<file path="src/rtl/aes_key_sched_ctrl.sv">
// AES-128 key-expansion sequencer: drives a one-round subkey generator
// ten times and keeps RK[0..10]. Optional watchdog: KEY_SCHED_TIMEOUT_EN.
module aes_key_sched_ctrl #(
    parameter int KEY_LEN     = 128,
    parameter int WORD_LEN    = 32,
    parameter int NUM_ROUNDS  = 10,
    parameter int TIMEOUT_CYC = 64
) (
    input  logic                clk,
    input  logic                reset,
    input  logic [KEY_LEN-1:0]  key_in,
    input  logic                start,
    output logic                busy,
    output logic                key_ready,
    output logic [WORD_LEN-1:0] gsk_rcon,
    output logic [KEY_LEN-1:0]  gsk_data,
    output logic                gsk_valid_in,
    input  logic [KEY_LEN-1:0]  gsk_data_out,
    input  logic                gsk_valid_out,
    input  logic [3:0]          rk_idx,
    output logic [KEY_LEN-1:0]  rk_data
`ifdef KEY_SCHED_TIMEOUT_EN
    ,
    output logic                err
`endif
);

    if (KEY_LEN != 128 || WORD_LEN < 8 || NUM_ROUNDS != 10 ||
        TIMEOUT_CYC < 2) begin : g_bad_cfg
        $error("aes_key_sched_ctrl: unsupported configuration");
    end

    localparam logic [3:0] LAST_IDX = 4'(NUM_ROUNDS);
    localparam logic [WORD_LEN-1:0] RCON_FIRST =
        {8'h01, {(WORD_LEN-8){1'b0}}};

    typedef enum logic [1:0] {
        S_IDLE,
        S_ISSUE,
        S_WAIT,
        S_DONE
    } state_t;

    state_t                r_state;
    logic [3:0]            r_round;
    logic                  r_busy;
    logic                  r_key_ready;
    logic                  r_valid_in;
    logic [WORD_LEN-1:0]   r_rcon;
    logic [KEY_LEN-1:0]    r_data;
    logic [KEY_LEN-1:0]    r_rk_data;
    logic [KEY_LEN-1:0]    r_rk [0:NUM_ROUNDS];

    logic                  w_load;
    logic                  w_cap;
    logic                  w_rd_ok;

`ifdef KEY_SCHED_TIMEOUT_EN
    localparam int TW = $clog2(TIMEOUT_CYC);
    localparam logic [TW-1:0] TO_LAST = TW'(TIMEOUT_CYC - 1);
    logic [TW-1:0]         r_to;
    logic                  r_err;
    assign err = r_err;
`endif

    // GF(2^8) doubling used to step the round constant
    function automatic logic [7:0] xtime(input logic [7:0] b);
        return {b[6:0], 1'b0} ^ (b[7] ? 8'h1B : 8'h00);
    endfunction

    assign w_load  = start && (r_state == S_IDLE || r_state == S_DONE);
    assign w_cap   = gsk_valid_out && (r_state == S_WAIT);
    assign w_rd_ok = (rk_idx <= LAST_IDX);

    assign busy         = r_busy;
    assign key_ready    = r_key_ready;
    assign gsk_valid_in = r_valid_in;
    assign gsk_rcon     = r_rcon;
    assign gsk_data     = r_data;
    assign rk_data      = r_rk_data;

    // Control FSM: load, issue one request per round, capture, finish
    always_ff @(posedge clk) begin
        if (reset) begin
            r_state     <= S_IDLE;
            r_round     <= 4'd0;
            r_busy      <= 1'b0;
            r_key_ready <= 1'b0;
            r_valid_in  <= 1'b0;
            r_rcon      <= '0;
            r_data      <= '0;
`ifdef KEY_SCHED_TIMEOUT_EN
            r_to        <= '0;
            r_err       <= 1'b0;
`endif
        end else begin
            unique case (r_state)
                S_IDLE, S_DONE: begin
                    if (w_load) begin
                        r_data      <= key_in;
                        r_round     <= 4'd1;
                        r_rcon      <= RCON_FIRST;
                        r_key_ready <= 1'b0;
                        r_busy      <= 1'b1;
                        r_valid_in  <= 1'b1;
                        r_state     <= S_ISSUE;
`ifdef KEY_SCHED_TIMEOUT_EN
                        r_err       <= 1'b0;
`endif
                    end
                end
                S_ISSUE: begin
                    r_valid_in <= 1'b0;
                    r_state    <= S_WAIT;
`ifdef KEY_SCHED_TIMEOUT_EN
                    r_to       <= '0;
`endif
                end
                S_WAIT: begin
                    if (gsk_valid_out) begin
                        r_data <= gsk_data_out;
                        r_rcon <= {xtime(r_rcon[WORD_LEN-1 -: 8]),
                                   {(WORD_LEN-8){1'b0}}};
                        if (r_round == LAST_IDX) begin
                            r_busy      <= 1'b0;
                            r_key_ready <= 1'b1;
                            r_state     <= S_DONE;
                        end else begin
                            r_round    <= r_round + 4'd1;
                            r_valid_in <= 1'b1;
                            r_state    <= S_ISSUE;
                        end
                    end
`ifdef KEY_SCHED_TIMEOUT_EN
                    else if (r_to == TO_LAST) begin
                        r_err   <= 1'b1;
                        r_busy  <= 1'b0;
                        r_state <= S_IDLE;
                    end else begin
                        r_to <= r_to + 1'b1;
                    end
`endif
                end
                default: r_state <= S_IDLE;
            endcase
        end
    end

    // Round-key store; deliberately not cleared by reset
    always_ff @(posedge clk) begin
        if (w_load) begin
            r_rk[0] <= key_in;
        end else if (w_cap) begin
            r_rk[r_round] <= gsk_data_out;
        end
    end

    // Registered read port; indices past the last round read as zero
    always_ff @(posedge clk) begin
        if (reset) begin
            r_rk_data <= '0;
        end else if (w_rd_ok) begin
            r_rk_data <= r_rk[rk_idx];
        end else begin
            r_rk_data <= '0;
        end
    end

endmodule

</file>
<file path="config.mk">
export PLATFORM = sky130hd
export DESIGN_NAME = aes_key_sched_ctrl
export DESIGN_NICKNAME = d
export VERILOG_FILES = /design/src/rtl/aes_key_sched_ctrl.sv
export SDC_FILE = /design/constraint.sdc
export NUM_CORES = 2
export LEC_CHECK = 0
export CAP_MARGIN = 5
export CORE_UTILIZATION = 35
export DETAILED_ROUTE_END_ITERATION = 8
export SYNTH_ARGS = -nofsm -noshare
export SYNTH_HDL_FRONTEND = slang
export SYNTH_SLANG_ARGS = --single-unit
</file>
<file path="constraint.sdc">
create_clock -name clk -period 13.2 [get_ports clk]
set_input_delay 2.64 -clock clk [delete_from_list [all_inputs] [get_ports clk]]
set_output_delay 2.64 -clock clk [all_outputs]
set_load 0.01 [all_outputs]
</file>
* Word level (Yosys, flattened, before mapping)
Memory sizes are Yosys's and may differ from the RTL's. A register that Yosys moved wholly into a read port is not among the register bits. Cells that the tools add are included. Widths: inputs -> output; s select.
Word-level totals: input port bits 264, memory bits (writable) 1408, word-level logic and storage cells 67, output and inout port bits 291, bits in registers 169, memories 1
Memories:
- r_rk | words 11, bits a word 128, rd ports 1, clocked after Yosys merged registers in 1, write ports 1, line 52 | logic [KEY_LEN-1:0] r_rk [0:NUM_ROUNDS];
Cells by class: muxes and demuxes 34, order comparisons 1, equal/unequal tests 8, reduce and logical (&&, ||, !) cells 13, bitwise gates (word level) 2, $add $sub $neg 1
Operators by type and width (number):
- $mux 128 | 3
- $pmux 128 s2 | 1
- $reduce_or 128->1 | 1
- $mux 32 | 2
- $pmux 32 s2 | 1
- $mux 4 | 4
- $mux 1 | 14
- $pmux 4 s2 | 1
- $reduce_and 4->1 | 2
- $xor 8x5->8 | 1
- $mux 2 | 3
- $ne 2x2->1 const B | 3
- $pmux 2 s3 | 1
- $reduce_and 3->1 | 2
- $mux 5 | 1
- $add 4x1->4 const B | 1
- $eq 2x2->1 const B | 2
- $eq 4x4->1 const B | 1
- $le 4x4->1 const B | 1
- $pmux 1 s2 | 2
- $reduce_or 2->1 | 2
- $pmux 1 s3 | 1
- $eq 2x1->1 const B | 1
- $logic_and 1x1->1 | 2
- 6 further kinds | 6

* Depth between registers and ports, before layout
word-level depth 7, depth in mapped cells 9, depth with buffers taken out 6

* Worst setup path before layout
OpenSTA, ideal clock, no wires.
path type input to register, from in start, to mem r_rk[3][0], enable pin, stages on the path 4, library setup time 0.772 ns, path buffers 1, setup slack 0.615 ns, arrival 11.813 ns, required time 12.428 ns, cells stage by stage nand2_1 -> nand3_1 -> clkbuf_1 -> nor3_1
Between the ends: cells in the longest elaborated chain, start to end 5, elaborated cells between the ends (all ways) 8, classes of those cells mux: 6; reduce/logical: 2
RTL lines:
- start: declaration | line 12 | input logic start,
- $logic_and 1x1->1 * | line 71 | assign w_load = start && (r_state == S_IDLE || r_state == S_DONE);
- $mux 1 | line 151 | if (w_load) begin
- $mux 1 (implied by the code) | line 154 | r_rk[r_round] <= gsk_data_out;
- $reduce_or 128->1 (no source line)
- $mux 4 (no source line) or $mux 1 (tied branches)
- end: declaration | line 52
Every way passes the cells marked *; elsewhere a longest branch is shown, timed or not.

* Worst setup path in the final report
from in start, to mem r_rk[1][4], enable pin
The elaborated chain is that of the path after synthesis.

==> impl.org <==
** Status
- Run status :: finished, final reports clean

** Layout
- The count of cells in the finished layout, fillers not included, comes to 6889.
- Total Nets Final :: 4638
- Measured on the finished design, the core utilization comes to ~43%.
- Compared with the post-synthesis result, the final layout area differs by 21.3%.
- Multi-input gate area in the final layout :: 0.0149 sq mm
- Across the whole layout, storage elements account for roughly 0.048 sq mm.
- Of the cells placed in the final design, the portion with a size suffix greater than 1 is 10.5%.
- The filler cells instantiated in the layout total 16.0k.

** Critical path
- Worst setup path startpoint :: start
- Library cell contributing the largest single delay on the critical path :: sky130_fd_sc_hd__nor2_4
- In this run the register-to-register setup slack is 7450 ps.
- The worst setup path is captured at a flip-flop.
- WP data arrival :: ~7400 ps
- Crit Reg-Reg Endpoint :: r_rk[1][4]
- Counting cells, the worst reg-to-reg path comes to 8.
- The critical path contains buffers and inverters numbering 3 combined.
- On the worst path, the slowest cell contributes a delay of 850 ps.
- Traced cell by cell, the critical path runs through clkdlybuf4s50_1, nand2_1, nand3_4, or3_1, nor2_4, buf_4, buf_4.
- The cell that appears most often on the critical path is sky130_fd_sc_hd__buf_4.
- In this run the worst setup path terminates at r_rk[1][4].
- The worst setup path is launched from an input pin.
- STA puts the critical path data required time at 13610 ps.
- In this run the number of cells on the critical path is 7.
- The critical path is of the input pin to flip-flop type.
- Worst R2R Start :: r_state[0]
- Gate family responsible for the most delay along the worst path :: simple AND/OR/NAND/NOR gates
- In this run the worst path has a maximum fanout of 63.

** Detailed routing
- Detailed-route wire length per cell :: 24.4 um
- Number of violations reported at the end of detailed-routing iteration 0 :: between 2k and 2.5k
- The count of nets left with antenna violations once routing finished came out at 0.
- Summing over every cut layer, the via total after detailed routing is 35.0k.
- Remaining routing DRC violations :: 0
- The first detailed-routing pass ran for 5 iterations.
- Vias per cell :: 5.08
- Wire length reported by the detailed router :: 168000 um

** Place
- Timing analysis after detailed placement gives a worst setup slack of 5240 ps.
- Once placement completed, the tool counted placed cells totaling 6563.
- Routability-driven placement finished with a final weighted congestion of 0.785.
- Number of buffers inserted by port buffering :: 530
- HPWL reported at the end of detailed placement :: just under 100000 um

** Synth
- Summing every instance area after synthesis gives 0.0636 sq mm.
- Count of flip-flops with a built-in enable after synthesis :: 1408
- Warnings, synthesis :: 0
- Synthesis produced a netlist whose cell count is 3847.
- The most used flip-flop cell after synthesis is sky130_fd_sc_hd__edfxtp_1.
- Sorting the synthesized cells by area gives the leading types as sky130_fd_sc_hd__edfxtp_1 66%, sky130_fd_sc_hd__dfxtp_1 8.6%, sky130_fd_sc_hd__mux2i_1 8.1%.
- After synthesis, the netlist uses 39 different library cells.
- Syn_area_per_cell :: 16.5 sq um
- After synthesis, the largest area contributor takes up about 66% of total cell area.
- Share of synthesized flip-flops with an asynchronous set or reset :: 0%
- Sequential area share after synthesis :: between 70% and 80%
- Synth Register Bits :: 1681
- Synth area leader :: sky130_fd_sc_hd__edfxtp_1

** Pwr
- Sequential cells burn 50.0% of the power.
- Across the VDD grid, the largest voltage drop is between 0.00009 and 0.0001 V.
- The analysis attributes to cell leakage a power of 0.0263 uW.
- Net switching is a little under a quarter of the power.
- Power spread over the standard cell area amounts to between 150 and 200 mW/mm^2.
- Fraction of power consumed by the clock network :: 40.3%
- Combinational logic is responsible for ~9.7% of the overall power.
- Switching power of the nets :: 2820 uW
- Internal cell power :: 9310 uW

** STA
- Worst-case clock skew :: 28.0 ps
- Setup violations remaining at the end of the flow were counted as 0.
- The worst path uses between 50% and 60% of the clock period.
- Setup total negative slack on the finished layout was measured at 0 ps.
- Remaining max-slew budget at the tightest pin :: 23.9%
- Setup slack on the critical path of the routed design comes to around 6200 ps.
- Minimum clock period after layout :: 6980 ps
- The number of slew-limit violations in the final report is 0.
- Setup repair after global routing left no endpoint under its margin.
- Derived from the worst setup path, the maximum achievable clock frequency is 143 MHz.
- At the pin with the least slew margin, the transition time is between 1000 and 1500 ps.
- Final number of hold-violating endpoints :: 0

** Run
- The tool flagged a number of max-cap violations equal to 0.

** Floorplan
- Standard cell core area :: 0.181 sq mm
- Row Count :: 156
- Initial Util :: about a third
- The floorplan step set the die width to 428 um.
- The die covers 0.184 sq mm.
- Number of top-level pins :: roughly 560
- Overall die height :: approximately 430 um

** Clocking
- CTS root buf :: sky130_fd_sc_hd__clkbuf_16
- Sinks on the clock net :: 1681
- For this design, the CTS-stage hold fixing added 0 buffers.
- CTS built an H-tree with a depth of 4.
- At the later pin of the worst-skew pair, clock insertion delay measures 800 ps.
- Post-CTS resize count :: 0
- Buffer count from post-CTS setup fixing :: 0
- The clock passes through at most 3 buffers.
- TritonCTS built the clock tree.
- Clock transition time at the flip-flop clock pins of the worst setup and hold paths :: 60 ps
- TritonCTS created 174 clock buffers.

** Global route
- Global route overflow :: 0
- Number of global-route vias before repair :: 35.2k
- Wire length of the first global-routing pass :: 242000 um
- Number of antenna violations at the first check in global routing :: 6
- All-Layer GR Usage :: 17.9%
- Largest net degree at the start of global routing :: roughly 180

** Min path
- Hold/Removal Path Class :: flip-flop to flip-flop
-- synth_stat cells (2+ instances only) --
cell,instances
sky130_fd_sc_hd__edfxtp_1,1408
sky130_fd_sc_hd__nand2_1,522
sky130_fd_sc_hd__mux2i_1,514
sky130_fd_sc_hd__dfxtp_1,273
sky130_fd_sc_hd__clkbuf_1,158
sky130_fd_sc_hd__nor2_1,146
sky130_fd_sc_hd__o21ai_0,132
sky130_fd_sc_hd__a211oi_1,130
sky130_fd_sc_hd__mux4_2,128
sky130_fd_sc_hd__a221o_1,127
sky130_fd_sc_hd__o22ai_1,127
sky130_fd_sc_hd__buf_2,58
sky130_fd_sc_hd__buf_1,27
sky130_fd_sc_hd__buf_4,26
sky130_fd_sc_hd__a21oi_1,11
sky130_fd_sc_hd__nor3_1,9
sky130_fd_sc_hd__inv_1,6
sky130_fd_sc_hd__nand3_1,6
sky130_fd_sc_hd__ha_1,5
sky130_fd_sc_hd__a22oi_1,4
sky130_fd_sc_hd__nand2b_1,3
sky130_fd_sc_hd__or2_2,3
sky130_fd_sc_hd__or3_1,3
sky130_fd_sc_hd__xor2_1,3
sky130_fd_sc_hd__buf_6,2
sky130_fd_sc_hd__nand3b_1,2
sky130_fd_sc_hd__nor3b_1,2
-- metal layers --
metal | vias up | GRT usage, % | share of wire, %
met5 | - | 0 | 0
met4 | 0 | 5.63 | 2.6
met3 | 211 | 3.01 | 4.3
met2 | 835 | 31.1 | 51
met1 | 18000 | 22.8 | 42
li1 | 16000 | - | -
-- flip-flops by register name, summed over array words and instances (netlist names) --
register	flops
gsk_valid_in	1
r_round	4
key_ready	1
rk_data	128
gsk_data	128
busy	1
r_rk	1408
gsk_rcon	8
r_state	2
-- cell usage in the layout, fill, tap and decap left out, drive strengths merged, types with 2 or more instances in the layout --
cell / netlist / final
nor3: 9 / 9
ha: 5 / 5
clkdlybuf4s50: 0 / 526
or2: 3 / 3
nor2b: 2 / 2
a211oi: 130 / 130
a22oi: 4 / 4
nand2: 522 / 522
clkinv: 0 / 52
nand2b: 3 / 3
nand3b: 2 / 2
inv: 6 / 17
edfxtp: 1408 / 1408
or3: 4 / 4
o21ai: 132 / 132
nor2: 146 / 146
buf: 113 / 67
conb: 1 / 24
clkinvlp: 0 / 9
a221o: 127 / 127
clkbuf: 158 / 239
o22ai: 127 / 127
mux2i: 514 / 514
bufinv: 0 / 15
a21oi: 11 / 11
nand3: 6 / 6
dfxtp: 273 / 273
mux4: 128 / 128
nor3b: 2 / 2
xor2: 3 / 3
-- tightest hold or removal path: cells and delay by family, from the launching register on --
kind | cells | cell delay [ps]
flip-flops | 1 | 320
AND/OR/NAND/NOR | 1 | 60
AO/OA/AOI/OAI | 1 | 50
-- metrics by stage --
stage	hold slack, ps	total power [uW]	cell area [sq um]
CTS	471	12300	77200
detailed placement	462	7380	71500
finish	471	12100	77200
floorplan	449	6770	63700
global placement	458	7360	71500
global route	494	12500	77200
-- power groups by stage --
stage / clock [uW] / combinational, uW / sequential, uW
2_1_floorplan: 0 / 550 / 6220
3_3_place_gp: 0 / 1180 / 6180
3_5_place_dp: 0 / 1200 / 6180
4_1_cts: 4990 / 1200 / 6070
5_1_grt: 5190 / 1270 / 6090
6_report: 4890 / 1180 / 6070
-- layout make-up --
cell class / count / share of cell area, %
timing repair buffer: 594 / 7.56
sequential: 1681 / 61.9
multi-input combinational: 1912 / 19.3
inverter: 6 / 0.0292
clock inverter: 87 / 1.22
clock buffer: 238 / 6.18
antenna: 1 / 0.00324
tap: 2370 / 3.84
-- logic make-up (layout without fill, tap and decap cells) --
family	count (synthesis)	in the layout	share of synthesized area [%]
xor+xnor	4	4	0.0551
simple gates	701	701	4.26
compound gates	536	536	6.02
mux	642	642	12.6
fa+ha+maj	5	5	0.0983
other cells	1	25	0.00589
buf+inv	277	925	1.92
flops	1681	1681	75.0
-- worst min-delay path by stage --
stage                  from  cells after the start  slack [ps]            to
2_1_floorplan    r_state[1]                      2         450    r_state[1]
3_3_place_gp   gsk_rcon[28]                      2         460  gsk_rcon[28]
3_5_place_dp   gsk_rcon[25]                      2         460  gsk_rcon[25]
4_1_cts        gsk_rcon[25]                      2         470  gsk_rcon[25]
5_1_grt        gsk_rcon[25]                      2         490  gsk_rcon[25]
6_report       gsk_rcon[25]                      2         470  gsk_rcon[25]
Power figures use the tool's default switching activity.
